==> src/rtl/seq_stream_tx_if.sv <==
// seq_stream_tx_if: load handshake and serial output bundle for seq_stream_tx.
//   load_valid/load_ready : load handshake (accept on valid & ready)
//   load_data/len/rep     : pattern, bit count, extra repeats
//   outs/out_valid/done   : serial bit, bit-valid qualifier, end-of-frame pulse
// master = pattern source / stream consumer, slave = transmitter.
interface seq_stream_tx_if #(
  parameter int WIDTH = 8,
  parameter int REP_W = 4
);
  localparam int LEN_W = $clog2(WIDTH) + 1;

  logic             load_valid;
  logic             load_ready;
  logic [WIDTH-1:0] load_data;
  logic [LEN_W-1:0] load_len;
  logic [REP_W-1:0] load_rep;
  logic             outs;
  logic             out_valid;
  logic             done;

  modport master (
    output load_valid, load_data, load_len, load_rep,
    input  load_ready, outs, out_valid, done
  );

  modport slave (
    input  load_valid, load_data, load_len, load_rep,
    output load_ready, outs, out_valid, done
  );
endinterface

==> src/rtl/seq_stream_tx.sv <==
// seq_stream_tx: serial pattern transmitter, MSB-first, with optional repeats
// and a fixed idle gap between repeats.
//   clk      : rising-edge clock
//   reset_n  : asynchronous active-low reset
//   abort    : synchronous cancel while busy
//   busy     : state != IDLE
//   bus      : load handshake + serial stream (seq_stream_tx_if.slave)
// outs/out_valid/done are registered; load_ready/busy decode the state.
module seq_stream_tx #(
  parameter int WIDTH    = 8,
  parameter int REP_W    = 4,
  parameter int IDLE_GAP = 0
) (
  input  logic           clk,
  input  logic           reset_n,
  input  logic           abort,
  output logic           busy,
  seq_stream_tx_if.slave bus
);
  localparam int LEN_W = $clog2(WIDTH) + 1;
  localparam int GAP_W = (IDLE_GAP > 0) ? $clog2(IDLE_GAP + 1) : 1;
  localparam logic [LEN_W-1:0] LEN_MAX = LEN_W'(WIDTH);

  typedef enum logic [1:0] {IDLE, SHIFT, GAP} state_t;

  state_t           state_q, state_d;
  logic [WIDTH-1:0] shreg_q, shreg_d;
  logic [WIDTH-1:0] pat_q, pat_d;
  logic [LEN_W-1:0] len_q, len_d;
  logic [LEN_W-1:0] bitcnt_q, bitcnt_d;  // bits left, including the one on outs
  logic [REP_W-1:0] rep_q, rep_d;
  logic [GAP_W-1:0] gap_q, gap_d;
  logic             outs_q, outs_d;
  logic             vld_q, vld_d;
  logic             done_q, done_d;

  logic [LEN_W-1:0] len_clamp;
  logic [WIDTH-1:0] pat_in;

  assign len_clamp = (bus.load_len == '0 || bus.load_len > LEN_MAX) ? LEN_MAX : bus.load_len;
  // Left-align so the first bit to send always sits at the MSB.
  assign pat_in    = bus.load_data << (LEN_MAX - len_clamp);

  always_comb begin
    state_d  = state_q;
    shreg_d  = shreg_q;
    pat_d    = pat_q;
    len_d    = len_q;
    bitcnt_d = bitcnt_q;
    rep_d    = rep_q;
    gap_d    = gap_q;
    outs_d   = 1'b0;
    vld_d    = 1'b0;
    done_d   = 1'b0;
    // The registered outputs describe the NEXT cycle, so done is raised on
    // the edge that puts the final bit of the final repeat onto outs.
    unique case (state_q)
      IDLE: begin
        if (bus.load_valid) begin
          pat_d    = pat_in;
          len_d    = len_clamp;
          rep_d    = bus.load_rep;
          state_d  = SHIFT;
          outs_d   = pat_in[WIDTH-1];
          shreg_d  = pat_in << 1;
          vld_d    = 1'b1;
          bitcnt_d = len_clamp;
          done_d   = (len_clamp == LEN_W'(1)) && (bus.load_rep == '0);
        end
      end
      SHIFT: begin
        if (abort) begin
          state_d = IDLE;
        end else if (bitcnt_q == LEN_W'(1)) begin
          if (rep_q == '0) begin
            state_d = IDLE;
          end else begin
            rep_d = rep_q - REP_W'(1);
            if (IDLE_GAP > 0) begin
              state_d = GAP;
              gap_d   = GAP_W'(IDLE_GAP);
              shreg_d = pat_q;
            end else begin
              // no bubble: first bit of the repeat follows immediately
              outs_d   = pat_q[WIDTH-1];
              shreg_d  = pat_q << 1;
              vld_d    = 1'b1;
              bitcnt_d = len_q;
              done_d   = (len_q == LEN_W'(1)) && (rep_q == REP_W'(1));
            end
          end
        end else begin
          outs_d   = shreg_q[WIDTH-1];
          shreg_d  = shreg_q << 1;
          vld_d    = 1'b1;
          bitcnt_d = bitcnt_q - LEN_W'(1);
          done_d   = (bitcnt_q == LEN_W'(2)) && (rep_q == '0);
        end
      end
      GAP: begin
        if (abort) begin
          state_d = IDLE;
        end else if (gap_q == GAP_W'(1)) begin
          state_d  = SHIFT;
          outs_d   = shreg_q[WIDTH-1];
          shreg_d  = shreg_q << 1;
          vld_d    = 1'b1;
          bitcnt_d = len_q;
          done_d   = (len_q == LEN_W'(1)) && (rep_q == '0);
        end else begin
          gap_d = gap_q - GAP_W'(1);
        end
      end
      default: state_d = IDLE;
    endcase
  end

  always_ff @(posedge clk or negedge reset_n) begin
    if (!reset_n) begin
      state_q  <= IDLE;
      shreg_q  <= '0;
      pat_q    <= '0;
      len_q    <= '0;
      bitcnt_q <= '0;
      rep_q    <= '0;
      gap_q    <= '0;
      outs_q   <= 1'b0;
      vld_q    <= 1'b0;
      done_q   <= 1'b0;
    end else begin
      state_q  <= state_d;
      shreg_q  <= shreg_d;
      pat_q    <= pat_d;
      len_q    <= len_d;
      bitcnt_q <= bitcnt_d;
      rep_q    <= rep_d;
      gap_q    <= gap_d;
      outs_q   <= outs_d;
      vld_q    <= vld_d;
      done_q   <= done_d;
    end
  end

  assign bus.outs       = outs_q;
  assign bus.out_valid  = vld_q;
  // abort during the final-bit cycle still shows the bit but cancels done
  assign bus.done       = done_q & ~abort;
  assign bus.load_ready = (state_q == IDLE);
  assign busy           = (state_q != IDLE);
endmodule

==> src/flat_wrapper.sv <==
// flat-port wrapper written by rule: the top's interface ports become plain ports
module seq_stream_tx_flat 
#(
  parameter int WIDTH    = 8,
  parameter int REP_W    = 4,
  parameter int IDLE_GAP = 0
)
  (clk, reset_n, abort, busy, bus_load_valid, bus_load_data, bus_load_len, bus_load_rep, bus_load_ready, bus_outs, bus_out_valid, bus_done);
  seq_stream_tx_if #(.WIDTH(WIDTH), .REP_W(REP_W)) bus_i ();
  input  logic clk;
  input  logic reset_n;
  input  logic abort;
  output logic busy;
  input wire logic [$bits(bus_i.load_valid)-1:0] bus_load_valid;
  input wire logic [$bits(bus_i.load_data)-1:0] bus_load_data;
  input wire logic [$bits(bus_i.load_len)-1:0] bus_load_len;
  input wire logic [$bits(bus_i.load_rep)-1:0] bus_load_rep;
  output wire logic [$bits(bus_i.load_ready)-1:0] bus_load_ready;
  output wire logic [$bits(bus_i.outs)-1:0] bus_outs;
  output wire logic [$bits(bus_i.out_valid)-1:0] bus_out_valid;
  output wire logic [$bits(bus_i.done)-1:0] bus_done;
  assign bus_i.load_valid = bus_load_valid;
  assign bus_i.load_data = bus_load_data;
  assign bus_i.load_len = bus_load_len;
  assign bus_i.load_rep = bus_load_rep;
  assign bus_load_ready = bus_i.load_ready;
  assign bus_outs = bus_i.outs;
  assign bus_out_valid = bus_i.out_valid;
  assign bus_done = bus_i.done;
  seq_stream_tx #(.WIDTH(WIDTH), .REP_W(REP_W), .IDLE_GAP(IDLE_GAP)) u_core (.clk(clk), .reset_n(reset_n), .abort(abort), .busy(busy), .bus(bus_i));
endmodule
==> config.mk <==
export PLATFORM = sky130hd
export DESIGN_NAME = seq_stream_tx_flat
export DESIGN_NICKNAME = d
export VERILOG_FILES = /design/src/rtl/seq_stream_tx_if.sv /design/src/rtl/seq_stream_tx.sv /design/src/flat_wrapper.sv
export SDC_FILE = /design/constraint.sdc
export NUM_CORES = 1
export LEC_CHECK = 0
export CELL_PAD_IN_SITES_DETAIL_PLACEMENT = 0
export CELL_PAD_IN_SITES_GLOBAL_PLACEMENT = 2
export CORE_AREA = 2 2 77 79
export DETAILED_ROUTE_END_ITERATION = 6
export DIE_AREA = 0 0 79 81
export HOLD_SLACK_MARGIN = 0.08
export MAX_ROUTING_LAYER = met4
export PLACE_DENSITY_LB_ADDON = 0.15
export RECOVER_POWER = 50
export REMOVE_ABC_BUFFERS = 1
export SETUP_SLACK_MARGIN = 0.02
export SYNTH_ARGS = -nofsm -noshare
export SYNTH_HDL_FRONTEND = slang
export SYNTH_SLANG_ARGS = --single-unit
==> constraint.sdc <==
create_clock -name clk -period 3.05 [get_ports clk]
set_input_delay 0.61 -clock clk [delete_from_list [all_inputs] [get_ports clk]]
set_output_delay 0.61 -clock clk [all_outputs]
set_load 0.05 [all_outputs]
-- Yosys cells after proc, flatten, opt, wreduce, memory -nomap -nowiden
Cells that the tools add are included.
Widths: inputs -> output; s select.
- register bits: 34
- input bits: 20
- shift-type cells: 1
- order comparisons: 1
- reduce and logical (&&, ||, !) cells: 17
- eq/ne operators: 17
- bitwise operators: 2
- add/sub/neg operators: 4
- mux-type cells: 49
- operators with widths (operator ; count):
    $mux 8 ; 6
    $mux 4 ; 11
    $pmux 8 s3 ; 1
    $mux 1 ; 19
    $eq 4x1->1 const B ; 4
    $logic_not 4->1 ; 3
    $mux 2 ; 6
    $pmux 4 s3 ; 1
    $ne 3x2->1 const B ; 3
    $pmux 1 s3 ; 3
    $ne 2x2->1 const B ; 4
    $pmux 4 s2 ; 1
    $shl 8x4->8 ; 1
    $sub 4x1->4 const B ; 2
    $pmux 2 s3 ; 1
    $reduce_and 6->1 ; 1
    $reduce_and 5->1 ; 1
    $eq 4x2->1 const B ; 1
    $gt 4x4->1 const B ; 1
    $logic_and 1x1->1 ; 4
    $ne 2x1->1 const B ; 2
    $reduce_and 2->1 ; 2
    $reduce_and 4->1 ; 1
    $reduce_bool 2->1 ; 2
    other kinds (10) ; 10

-- Logic depth before layout (Yosys ltp)
- word-level depth: 7
- gate-level depth with buffers: 10
- gate-level depth less buffers: 8

-- Least setup slack after synthesis
No wires, ideal clock.
- path kind: in2reg
- from: input port bus_load_len[3]
- to: register u_core.shreg_q[7]
- arrival: 2.239 ns
- data required time: 2.904 ns
- stages: 9
- library setup time: 0.146 ns
- slack: 0.665 ns
- cell sequence: nand2b_1 > buf_6 > ha_1 > clkbuf_1 > inv_1 > mux4_2 > and2_1 > a211oi_2 > a311oi_1
- cells in the longest elaborated chain, start to end: 7
- ends and longest elaborated chain (what ; RTL line ; source):
    start: declaration ; flat_wrapper.sv:16 ; input wire logic [$bits(bus_i.load_len)-1:0] bus_load_len;
    $gt 4x4->1 / $logic_not 4->1 (equally long branches) ; seq_stream_tx.sv:40 ; assign len_clamp = (bus.load_len == '0 || bus.load_len > LEN_MAX) ? LEN_MAX : bus.load_len;
    $logic_or 1x1->1 ; seq_stream_tx.sv:40 ;
    $mux 4 (*) ; seq_stream_tx.sv:40 ;
    $sub 4x4->4 (*) ; seq_stream_tx.sv:42 ; assign pat_in = bus.load_data << (LEN_MAX - len_clamp);
    $shl 8x4->8 (*) ; seq_stream_tx.sv:42 ;
    $mux 8 (*) ; seq_stream_tx.sv:59 ; if (bus.load_valid) begin
    $pmux 8 s3 (*) ; seq_stream_tx.sv:57 ; unique case (state_q)
    end signal: assignment ; seq_stream_tx.sv:132 ; shreg_q <= shreg_d;
    end: declaration ; seq_stream_tx.sv:27 ; logic [WIDTH-1:0] shreg_q, shreg_d;
Mark *: on every way between the ends. The rest lies on a longest branch, timed or not. The select of a mux whose other input is x is not followed.
A chain may end at the register's enable or synchronous reset.

-- Worst setup path in the final report
- from: input port abort
- to: output port bus_done
- cells in the longest elaborated chain, start to end: 2
- ends and longest elaborated chain (what ; RTL line ; source):
    start: declaration ; flat_wrapper.sv:12 ; input logic abort;
    $not 1->1 (no line) ; - ;
    $and 1x1->1 ; seq_stream_tx.sv:147 ; assign bus.done = done_q & ~abort;
    end: declaration ; flat_wrapper.sv:21 ; output wire logic [$bits(bus_i.done)-1:0] bus_done;
No other way between the ends.

==> results.md <==
* P&R area growth vs syn at 24.8%
* Clock tree root buffer cell: clkbuf_8
* CP Capture Type: primary output
* Min-delay worst type: flop to flop
* Fmax at 392 MHz
* CP max FO at 2
* RSZ-0062 raised after global routing: no
* Final Cell Area at 2420 um^2
* Register area share after synthesis at 0.399
* PostCTS Resize Cnt at 0
* Final count of hold timing violations at 0
* Post-Syn Area per Cell at 9.00 um^2
* Leak at 1.02 nW
* DR WL met3 at 154 um
* Failing checks: max-capacitance violations, max-slew violations
* CTS tree: yes
* Fin. max-slew vios at 32
* Synth cell types at 53
* Area after DPL at 2310 um^2
* Power Density at 704 nW/um^2
* Clock power frac at 0.248
* Crit Path Class: input port to primary output
* Register bit count reported by yosys at 31
* Final Setup Violations at 0
* Synthesized cell area at 1940 um^2
* Synthesized instance count at 216
* H-Tree Level Count at 2
* Combinational share of power at 0.363
* Flop pwr share at 0.389
* Clk_lat worst skew at 0.28 ns
* Worst slew pin tran at 1.75 ns
* Final worst-path cycle share at 0.837
* Die Y-Extent at 81 um
* Int Power at 1.08 mW
* Diodes inserted at 0
* DR vias at 1753
* Nets@finish at 274
* Commonest register cell after synthesis: dfrtp_1
* Sw frac at 0.370
* Site Rows at 28
* Routability cong. at 0.920
* Final WL at 5500 um
* Longest Clk Path Bufs at 2
* EDFF count, synth at 0
* Layout cell share with drive strength beyond 1 at 0.109
* Setup TNS at 0 ns
* Cts bufs inserted at 5
* Final min period at 2.55 ns
* Worst ir drop on vdd at 319 uV
* Wire per inst at 17.0 um
* Core Area at 5680 um^2
* Pin count of the biggest net entering global routing at 32
* Ports at 25
* Antenna violations before repair at 0
* Initial DRC count at 97
* Post-CTS Setup Bufs at 0
* Sw Pwr at 0.632 mW
* DP Wirelength at 4130 um
* Highest metal used: met4
* Crit path DAT at 1.94 ns
* Async S/R FF share, synth at 1.00
* GRT Total Usage at 0.192
* YS warnings at 0
* Critical path launch point type: input port
* DR pass1 iterations at 4
* Cts-stage hold buffer count at 0
* Max_cap viols at 1
* Worst-path clk slew at 0.06 ns
* DRC errors left at 0
* Grt ovf at 0
* PortBufs at 24
* Req. time, crit path at 2.44 ns
* Initial Utilization at 0.342
* Die area at 6400 um^2
* First-pass GRT wire length at 9000 um
* Routed metal-1 wirelength at 2350 um
* Clock sinks at 31
* Slew HR at -0.168
* Worst Skew at 0.00541 ns
* Status: finished with violations
* DR WL met2 at 2920 um
* DIE WIDTH at 79 um
* Antenna Nets Post-Route at 0
* Via-to-Cell Ratio at 5.43
* Vias in the first global route at 1773
[logic make-up after synthesis]
| group | share of synthesized area |
|---|---|
| AND/OR/NAND/NOR | 0.193 |
| XOR/XNOR | 0.0174 |
| flip-flops | 0.399 |
| buffers and inverters | 0.0547 |
| AO/OA/AOI/OAI | 0.216 |
| adder cells (fa/ha/maj) | 0.0451 |
| multiplexers | 0.0747 |
[registers in the layout, summed over array words and instances (netlist names)]
signal,flops
u_core.state_q,1
u_core.bus.out_valid,1
u_core.done_q,1
u_core.shreg_q,7
u_core.pat_q,8
u_core.len_q,4
u_core.bus.outs,1
u_core.rep_q,4
u_core.bitcnt_q,4
[placed cells by master, fill, tap and decap left out, types with 3 or more instances in the layout]
cell type / instances
a31oi_1: 3
nor2_1: 25
inv_1: 8
nand3_1: 3
clkdlybuf4s50_1: 22
clkbuf_8: 6
nor2b_1: 3
nor3_1: 6
nand2_1: 17
nor4_1: 3
o31ai_1: 3
a21oi_1: 15
buf_4: 11
mux2i_1: 10
o22ai_1: 3
dfrtp_1: 31
o41ai_1: 3
ha_1: 7
o21ai_0: 16
o211ai_1: 4
nand2b_1: 5
[per-stage QoR]
| step | std cells | total power, mW | utilization | setup slack (ns) | hold WS (ns) |
|---|---|---|---|---|---|
| 2_1_floorplan | 203 | 1.06 | - | 0.594 | 0.314 |
| 3_3_place_gp | 315 | 1.28 | 0.408 | 0.355 | 0.457 |
| 3_5_place_dp | 315 | 1.30 | 0.408 | 0.293 | 0.472 |
| 4_1_cts | 323 | 1.73 | 0.429 | 0.486 | 0.488 |
| 5_1_grt | 323 | 1.83 | 0.427 | 0.417 | 0.521 |
| 6_report | 323 | 1.71 | 0.427 | 0.498 | 0.483 |
[layer usage]
layer | global-route usage | vias to the layer above
met4 | 0.0621 | 0
met3 | 0.0411 | 6
met5 | - | -
li1 | - | 849
met2 | 0.339 | 33
met1 | 0.220 | 865
[synthesized netlist by cell type (all sizes together), types with 2 or more instances]
cell / n / share of area
a21oi: 15 / 0.039
and2: 2 / 0.0064
ha: 7 / 0.045
xnor2: 3 / 0.017
nor2b: 3 / 0.0097
clkbuf: 8 / 0.015
a31oi: 3 / 0.0097
o32ai: 2 / 0.0090
o41ai: 3 / 0.014
buf: 5 / 0.015
o21ai: 16 / 0.041
mux4: 2 / 0.023
nand3: 3 / 0.0077
nor4: 3 / 0.0097
nand2: 17 / 0.033
inv: 10 / 0.022
nor2: 26 / 0.052
nand2b: 5 / 0.016
nor3: 6 / 0.015
nor3b: 2 / 0.010
mux2i: 10 / 0.052
o31ai: 3 / 0.012
o21a: 2 / 0.0077
o22a: 2 / 0.0090
o22ai: 3 / 0.0097
dfrtp: 31 / 0.40
a211oi: 3 / 0.014
o211ai: 4 / 0.015
[final timing paths]
check	startpoint	end	slack, ns	cells after the start
setup reg to reg	u_core.bitcnt_q[1]	u_core.rep_q[2]	0.74	8
min in group asynchronous	reset_n	u_core.bitcnt_q[2]	1.32	2
max in group asynchronous	reset_n	u_core.shreg_q[1]	0.71	2
setup / recovery	abort	bus_done	0.50	3
hold reg to reg	u_core.pat_q[2]	u_core.pat_q[2]	0.48	2
hold / removal	u_core.pat_q[2]	u_core.pat_q[2]	0.48	2
[critical path: stages]
cell,delay (ns)
clkdlybuf4s50_1,0.42
nor2b_1,0.11
clkdlybuf4s50_1,0.80
[area by class of cell]
class                   instances  area [um^2]
flip-flops and latches         31          776
clock inverters                 2         35.0
well taps                      75         93.8
inverters                      11         46.3
fillers                       591         3250
repair buffers                 37          330
clock buffers                   6         82.6
multi-input cells             161         1060
[power by group through the flow]
stage | Sequential (mW) | Clock, mW | Combinational (mW)
2_1_floorplan | 0.662 | 0 | 0.400
3_3_place_gp | 0.661 | 0 | 0.614
3_5_place_dp | 0.671 | 0 | 0.625
4_1_cts | 0.662 | 0.439 | 0.627
5_1_grt | 0.679 | 0.460 | 0.693
6_report | 0.663 | 0.424 | 0.620
Power figures use the tool's default switching activity.
